$ cat src/rtl/uart_arb_pkg.sv
// Shared types and constants for the UART TX packet arbiter.
package uart_arb_pkg;

  localparam int unsigned PKT_BYTES_DEF = 16;
  localparam int unsigned PKT_W         = 8 * PKT_BYTES_DEF;
  localparam int unsigned IDX_W         = 3;
  localparam int unsigned SRC_TAG_LSB   = 5;

  typedef enum logic {
    ST_IDLE = 1'b0,
    ST_SEND = 1'b1
  } state_t;

endpackage

$ cat src/rtl/rr_arbiter.sv
// Combinational round-robin picker: first requester strictly after 'last', circularly.
module rr_arbiter
  import uart_arb_pkg::*;
#(
  parameter int unsigned NUM_SRC = 3
) (
  input  logic [NUM_SRC-1:0] req,
  input  logic [IDX_W-1:0]   last,
  output logic [NUM_SRC-1:0] gnt,
  output logic [IDX_W-1:0]   gnt_idx,
  output logic               any
);

  logic             hi_found;
  logic             lo_found;
  logic [IDX_W-1:0] hi_idx;
  logic [IDX_W-1:0] lo_idx;

  // Lowest requester above 'last' wins; otherwise wrap to the lowest at or below it.
  always_comb begin
    hi_found = 1'b0;
    lo_found = 1'b0;
    hi_idx   = '0;
    lo_idx   = '0;
    for (int i = NUM_SRC - 1; i >= 0; i--) begin
      if (req[i] && (IDX_W'(i) > last)) begin
        hi_found = 1'b1;
        hi_idx   = IDX_W'(i);
      end
      if (req[i] && (IDX_W'(i) <= last)) begin
        lo_found = 1'b1;
        lo_idx   = IDX_W'(i);
      end
    end
    any     = hi_found | lo_found;
    gnt_idx = hi_found ? hi_idx : lo_idx;
    gnt     = any ? (NUM_SRC'(1) << gnt_idx) : '0;
  end

endmodule

$ cat src/rtl/uart_tx_packet_arbiter.sv
// Round-robin arbiter that latches one packet at a time from NUM_SRC producers
// and serializes it byte 0 first onto a valid/ready byte stream for the UART TX.
// Optional build macro: UART_ARB_SRC_TAG_EN overwrites byte 0 bits 7:5 with the
// granted source index.
module uart_tx_packet_arbiter
  import uart_arb_pkg::*;
#(
  parameter int unsigned NUM_SRC   = 3,
  parameter int unsigned PKT_BYTES = PKT_BYTES_DEF
) (
  input  logic                           clk,
  input  logic                           reset,
  input  logic [NUM_SRC-1:0]             src_valid,
  output logic [NUM_SRC-1:0]             src_ready,
  input  logic [NUM_SRC*8*PKT_BYTES-1:0] src_data,
  output logic                           tx_valid,
  input  logic                           tx_ready,
  output logic [7:0]                     tx_byte,
  output logic                           busy,
  output logic [IDX_W-1:0]               grant_idx
);

  localparam int unsigned PKT_WIDTH = 8 * PKT_BYTES;
  localparam int unsigned CNT_W     = (PKT_BYTES > 1) ? $clog2(PKT_BYTES) : 1;

  state_t                 state;
  state_t                 state_nxt;
  logic [PKT_WIDTH-1:0]   buffer;
  logic [PKT_WIDTH-1:0]   sel_data;
  logic [CNT_W-1:0]       byte_cnt;
  logic [IDX_W-1:0]       rr_ptr;
  logic [NUM_SRC-1:0]     gnt;
  logic [IDX_W-1:0]       gnt_idx;
  logic                   any;
  logic                   last_beat;

  rr_arbiter #(
    .NUM_SRC (NUM_SRC)
  ) u_rr_arbiter (
    .req     (src_valid),
    .last    (rr_ptr),
    .gnt     (gnt),
    .gnt_idx (gnt_idx),
    .any     (any)
  );

  assign last_beat = tx_ready && (byte_cnt == CNT_W'(PKT_BYTES - 1));

  // Select the granted packet, optionally stamping the source id into byte 0.
  always_comb begin
    sel_data = '0;
    for (int i = 0; i < NUM_SRC; i++) begin
      if (gnt[i]) begin
        sel_data = src_data[i*PKT_WIDTH +: PKT_WIDTH];
      end
    end
`ifdef UART_ARB_SRC_TAG_EN
    sel_data[SRC_TAG_LSB +: IDX_W] = gnt_idx;
`else
`endif
  end

  // State register.
  always_ff @(posedge clk) begin
    if (reset) begin
      state <= ST_IDLE;
    end else begin
      state <= state_nxt;
    end
  end

  // Next-state logic: accept in IDLE, leave SEND on the final accepted beat.
  always_comb begin
    state_nxt = state;
    case (state)
      ST_IDLE: if (any)       state_nxt = ST_SEND;
      ST_SEND: if (last_beat) state_nxt = ST_IDLE;
      default:                state_nxt = ST_IDLE;
    endcase
  end

  // Output decode: accept strobe only in IDLE, byte stream only in SEND.
  always_comb begin
    src_ready = '0;
    tx_valid  = 1'b0;
    busy      = 1'b0;
    tx_byte   = 8'h00;
    if (state == ST_IDLE) begin
      src_ready = gnt;
    end else begin
      tx_valid = 1'b1;
      busy     = 1'b1;
      tx_byte  = buffer[7:0];
    end
  end

  // Packet buffer, beat counter and round-robin pointer.
  always_ff @(posedge clk) begin
    if (reset) begin
      buffer    <= '0;
      byte_cnt  <= '0;
      rr_ptr    <= IDX_W'(NUM_SRC - 1);
      grant_idx <= '0;
    end else if ((state == ST_IDLE) && any) begin
      buffer    <= sel_data;
      byte_cnt  <= '0;
      rr_ptr    <= gnt_idx;
      grant_idx <= gnt_idx;
    end else if ((state == ST_SEND) && tx_ready) begin
      buffer    <= buffer >> 8;
      byte_cnt  <= byte_cnt + CNT_W'(1);
    end
  end

endmodule
$ cat config.mk
export PLATFORM = sky130hd
export DESIGN_NAME = uart_tx_packet_arbiter
export DESIGN_NICKNAME = d
export VERILOG_FILES = /design/src/rtl/uart_arb_pkg.sv /design/src/rtl/rr_arbiter.sv /design/src/rtl/uart_tx_packet_arbiter.sv
export SDC_FILE = /design/constraint.sdc
export NUM_CORES = 1
export LEC_CHECK = 0
export ABC_AREA = 1
export BUFFER_PORTS_ARGS = -buffer_cell sky130_fd_sc_hd__buf_2
export CORE_AREA = 2 2 158 160
export DETAILED_ROUTE_END_ITERATION = 10
export DIE_AREA = 0 0 160 162
export PLACE_DENSITY = 0.75
export SYNTH_ARGS = -nofsm -noshare
export SYNTH_HDL_FRONTEND = slang
export SYNTH_SLANG_ARGS = --single-unit
$ cat constraint.sdc
create_clock -name clk -period 3.4 [get_ports clk]
set_input_delay 0.68 -clock clk [delete_from_list [all_inputs] [get_ports clk]]
set_output_delay 0.68 -clock clk [all_outputs]
set_load 0.03 [all_outputs]
==> results.txt <==
----------------------------------------------------
[Run status]
  Result of the run ... finished clean

[Drt]
  First drt pass iteration count ... 4
  Avg WL per Cell ... around 15 um
  Wire length reported by the detailed router ... 32800 um
  Via Count ... between 10000 and 15000
  Remaining DRCs ... 0
  Initial drt markers ... 834
  Antenna violation net count after detailed routing ... 0
  Vias per cell ... about 5.4

[Setup path]
  Critical path depth ... 8
  Worst reg2reg path startpoint ... rr_ptr[1]
  Startpoint of the most critical setup path ... src_valid[1]
  Kind of capture point of the worst setup path ... output port
  Sequence of cells on the critical path ... buf_2 -> nor2_1 -> nand2_4 -> inv_2 -> nor2_4 -> inv_6 -> nor3_1 -> buf_2
  CP delay by family, top ... simple AND/OR/NAND/NOR gates
  Crit path buffers/inverters ... 4
  Critical path start-end classification ... input pin to output port
  Critical path arrival ... 1.91 ns
  Required time at the worst-slack endpoint ... roughly 2.7 ns
  Slowest CP cell ... sky130_fd_sc_hd__nor3_1
  Worst stage delay on the critical path ... 0.31 ns
  Critical Path Fanout Max ... 35
  Critical path's most frequent cell ... sky130_fd_sc_hd__buf_2
  Reg2Reg Depth ... 8
  Startpoint types ... input pin

[Floorplanning]
  Die area ... around 26000 sq um
  Effective utilization at floorplan ... a little under two fifths
  Die outline height ... roughly 160 um
  Number of standard-cell rows in the floorplan ... 57
  Core area ... about 24000 sq um
  Die extent in x ... 160 um
  Number of primary I/O pins ... between 400 and 500

[Synth]
  Synthesized flop and latch total ... between 100 and 150
  Area share of fa/ha/maj cells after synthesis ... 0.135%
  Combinational family with the most area after synthesis ... simple AND/OR/NAND/NOR gates
  Post-Syn Area per Cell ... approximately 6.1 sq um
  Fraction of synthesized area in multiplexers ... 0%
  Post-Synth XOR/XNOR Area ... 0%
  Post-synthesis compound-gate area fraction ... approximately 28%
  Number of unique standard cell types used by synthesis ... 28
  Mapped cell area ... approximately 9200 sq um
  Number of warnings reported in the yosys synthesis log ... 0
  Gate count after technology mapping ... between 1500 and 2000
  Top cells by area in the synthesized netlist ... sky130_fd_sc_hd__dfxtp_1 (29%), sky130_fd_sc_hd__a21oi_1 (14%), sky130_fd_sc_hd__nand2_1 (11%), sky130_fd_sc_hd__o21ai_0 (11%), sky130_fd_sc_hd__nand4_1 (8.7%)
  Syn nets ... ~1900
  Area share of and/or/nand/nor cells after synthesis ... 28.2%
  Area share of the leading cell type in the synthesized netlist ... a little under 30%
  Part of the Yosys area used for sequential elements ... slightly below 30%
  Most area-hungry cell type in the Yosys netlist ... sky130_fd_sc_hd__dfxtp_1

[Hold path]
  Min-delay worst type ... flip-flop to flip-flop
  Number of cells on the worst hold path ... 2
  Worst min-delay path startpoint ... buffer[125]

[CTS]
  Resized cells post-CTS ... 0
  Later-pin clock latency in the skew report ... ~0.41 ns
  Cts-stage hold buffer count ... 0
  Post-CTS setup buffer count ... 0
  Clock input transition at the sequential cells of the worst setup and hold paths ... 0.06 ns
  TritonCTS clock tree ... built
  Bufs on Longest Clock Path ... 2
  H-tree levels ... 4
  Num Clock Sinks ... about 140
  Root cell of the clock tree ... sky130_fd_sc_hd__clkbuf_16
  Clock buffers created by TritonCTS ... 17

[Pwr]
  Worst voltage drop across the vdd grid ... 0.302 mV
  Pwr per Cell Area ... approximately 440 nW/um^2
  Static Leak ... roughly 5.9 nW
  Total power consumption of the routed design ... roughly 5.2 mW

[STA]
  Worst-case clock skew ... 0.00844 ns
  Least-Margin Pin Slew ... 0.732 ns
  Ratio of final minimum period to clock period ... between 70 and 80%
  Unrepaired setup endpoints after global routing ... no
  Max-slew headroom at the worst pin ... roughly half
  Clock period minus worst slack ... between 2 and 3 ns
  Max-slew violations ... 0
  Final critical-path setup slack ... just over 0.8 ns
  Final Hold Violating Endpoints ... 0
  Final-report setup violation count ... 0
  Total negative slack for setup checks ... 0 ns
  Highest clock frequency the design can meet ... a little under 400 MHz

[Place]
  Pre-CTS WS ... between 0.7 and 0.8 ns
  Count of buffers from port buffering ... 404
  Routability Congestion ... roughly 0.9
  Final HPWL from detailed placement ... ~23000 um

[Global route]
  Overall Global Routing Usage ... roughly a quarter
  Initial antenna violation count ... 1
  Pin count of the biggest net entering global routing ... 129
  Wire length of the first global-routing pass ... between 50000 and 60000 um
  Number of global-route vias before repair ... between 10000 and 15000
  Total congestion overflow ... 0

[Cells and area]
  Number of fillers in the final layout ... around 2500
  Area growth, synth to finish ... 27.6%
  Multi-input combinational cell area ... approximately 5200 sq um
  Total number of nets in the final design ... between 2000 and 2500
  Footprint of the flip-flops and latches ... about 2700 sq um
  Ratio of cells with drive above 1 in the final layout ... 25.7%

[Flow run]
  Count of max-cap constraint violations ... 0

----------------------------------------------------
-- synth_stat cells --
cell,n
sky130_fd_sc_hd__nand2_1,283
sky130_fd_sc_hd__a21oi_1,261
sky130_fd_sc_hd__o21ai_0,205
sky130_fd_sc_hd__inv_1,144
sky130_fd_sc_hd__dfxtp_1,136
sky130_fd_sc_hd__nand3_1,129
sky130_fd_sc_hd__nand4_1,128
sky130_fd_sc_hd__buf_2,74
sky130_fd_sc_hd__clkbuf_1,56
sky130_fd_sc_hd__o21ai_1,36
sky130_fd_sc_hd__buf_4,11
sky130_fd_sc_hd__buf_6,10
sky130_fd_sc_hd__nor2_1,6
sky130_fd_sc_hd__nand2_2,5
sky130_fd_sc_hd__buf_1,4
sky130_fd_sc_hd__inv_2,4
sky130_fd_sc_hd__nor3_1,3
sky130_fd_sc_hd__a211oi_1,1
sky130_fd_sc_hd__a31oi_1,1
sky130_fd_sc_hd__clkinv_1,1
sky130_fd_sc_hd__conb_1,1
sky130_fd_sc_hd__ha_1,1
sky130_fd_sc_hd__inv_4,1
sky130_fd_sc_hd__nor2_4,1
sky130_fd_sc_hd__nor3b_1,1
sky130_fd_sc_hd__nor4_1,1
sky130_fd_sc_hd__o211ai_1,1
sky130_fd_sc_hd__o21ai_2,1
-- stage by stage --
| stage | area, sq um | util [%] | std cells | hold slack (ns) |
|---|---|---|---|---|
| 2_1_floorplan | 9240 | - | 1506 | 0.441 |
| 3_3_place_gp | 11100 | 46.2 | 2095 | 0.466 |
| 3_5_place_dp | 11100 | 46.2 | 2095 | 0.455 |
| 4_1_cts | 11800 | 48.9 | 2126 | 0.467 |
| 5_1_grt | 11800 | 48.9 | 2127 | 0.494 |
| 6_report | 11800 | 48.9 | 2127 | 0.468 |
-- report_power, final --
| part | leakage [nW] | switching (mW) | internal (mW) |
|---|---|---|---|
| clock network | 0.307 | 0.698 | 1.32 |
| registers | 1.12 | 0.0820 | 1.75 |
| logic | 4.49 | 0.801 | 0.508 |
-- layout make-up --
type / count / area share, %
multi-input cells: 1065 / 44.1
flip-flops and latches: 136 / 23.1
repair buffers: 420 / 19.0
inverters: 150 / 4.85
clock buffers: 20 / 3.79
well taps: 324 / 3.44
clock inverters: 11 / 1.67
diodes: 1 / 0.0212
-- worst reg2reg max path, delay by kind of cell (launching register included) --
family | cells | cell delay, ns
buffers and inverters | 3 | 0.92
AO/OA/AOI/OAI | 2 | 0.21
flip-flops | 1 | 0.33
AND/OR/NAND/NOR | 3 | 0.53
-- registers in the layout (all words and copies together), names as in the netlist --
register,count
buffer,128
grant_idx,1
state,1
rr_ptr,2
byte_cnt,4
-- path summary, 6_finish.rpt --
path / endpoint / slack (ns)
setup / recovery: src_ready[0] / 0.81
hold / removal: buffer[125] / 0.47
setup reg to reg: buffer[127] / 1.29
hold reg to reg: buffer[125] / 0.47
-- metal layers --
metal  global-route usage [%]  wire length, um  vias up
met3                     4.57             2310       37
met1                     30.8            14300     5199
met5                        0                0        -
met4                     5.98              512        0
li1                         -                -     5727
met2                     41.4            15600      487
-- kinds of logic after synthesis --
logic type / Yosys count
other cells: 1
compound gates: 506
fa+ha+maj: 1
flops: 136
buf+inv: 305
simple gates: 557
-- layout by cell type, fill, tap and decap left out, types with 2 or more instances in the layout --
cell,count
sky130_fd_sc_hd__buf_4,8
sky130_fd_sc_hd__nor2_1,6
sky130_fd_sc_hd__nand2_1,281
sky130_fd_sc_hd__inv_2,3
sky130_fd_sc_hd__inv_1,143
sky130_fd_sc_hd__clkinv_2,2
sky130_fd_sc_hd__o21ai_1,36
sky130_fd_sc_hd__nand2_4,6
sky130_fd_sc_hd__o21ai_0,205
sky130_fd_sc_hd__inv_6,2
sky130_fd_sc_hd__nand3_1,129
sky130_fd_sc_hd__bufinv_16,5
sky130_fd_sc_hd__dfxtp_1,136
sky130_fd_sc_hd__buf_2,404
sky130_fd_sc_hd__clkbuf_16,17
sky130_fd_sc_hd__clkbuf_1,2
sky130_fd_sc_hd__a21oi_1,261
sky130_fd_sc_hd__clkinv_4,2
sky130_fd_sc_hd__nand4_1,128
sky130_fd_sc_hd__nor3_1,3
sky130_fd_sc_hd__clkinvlp_4,2
sky130_fd_sc_hd__buf_12,8
(Power assumes the default switching activity.)
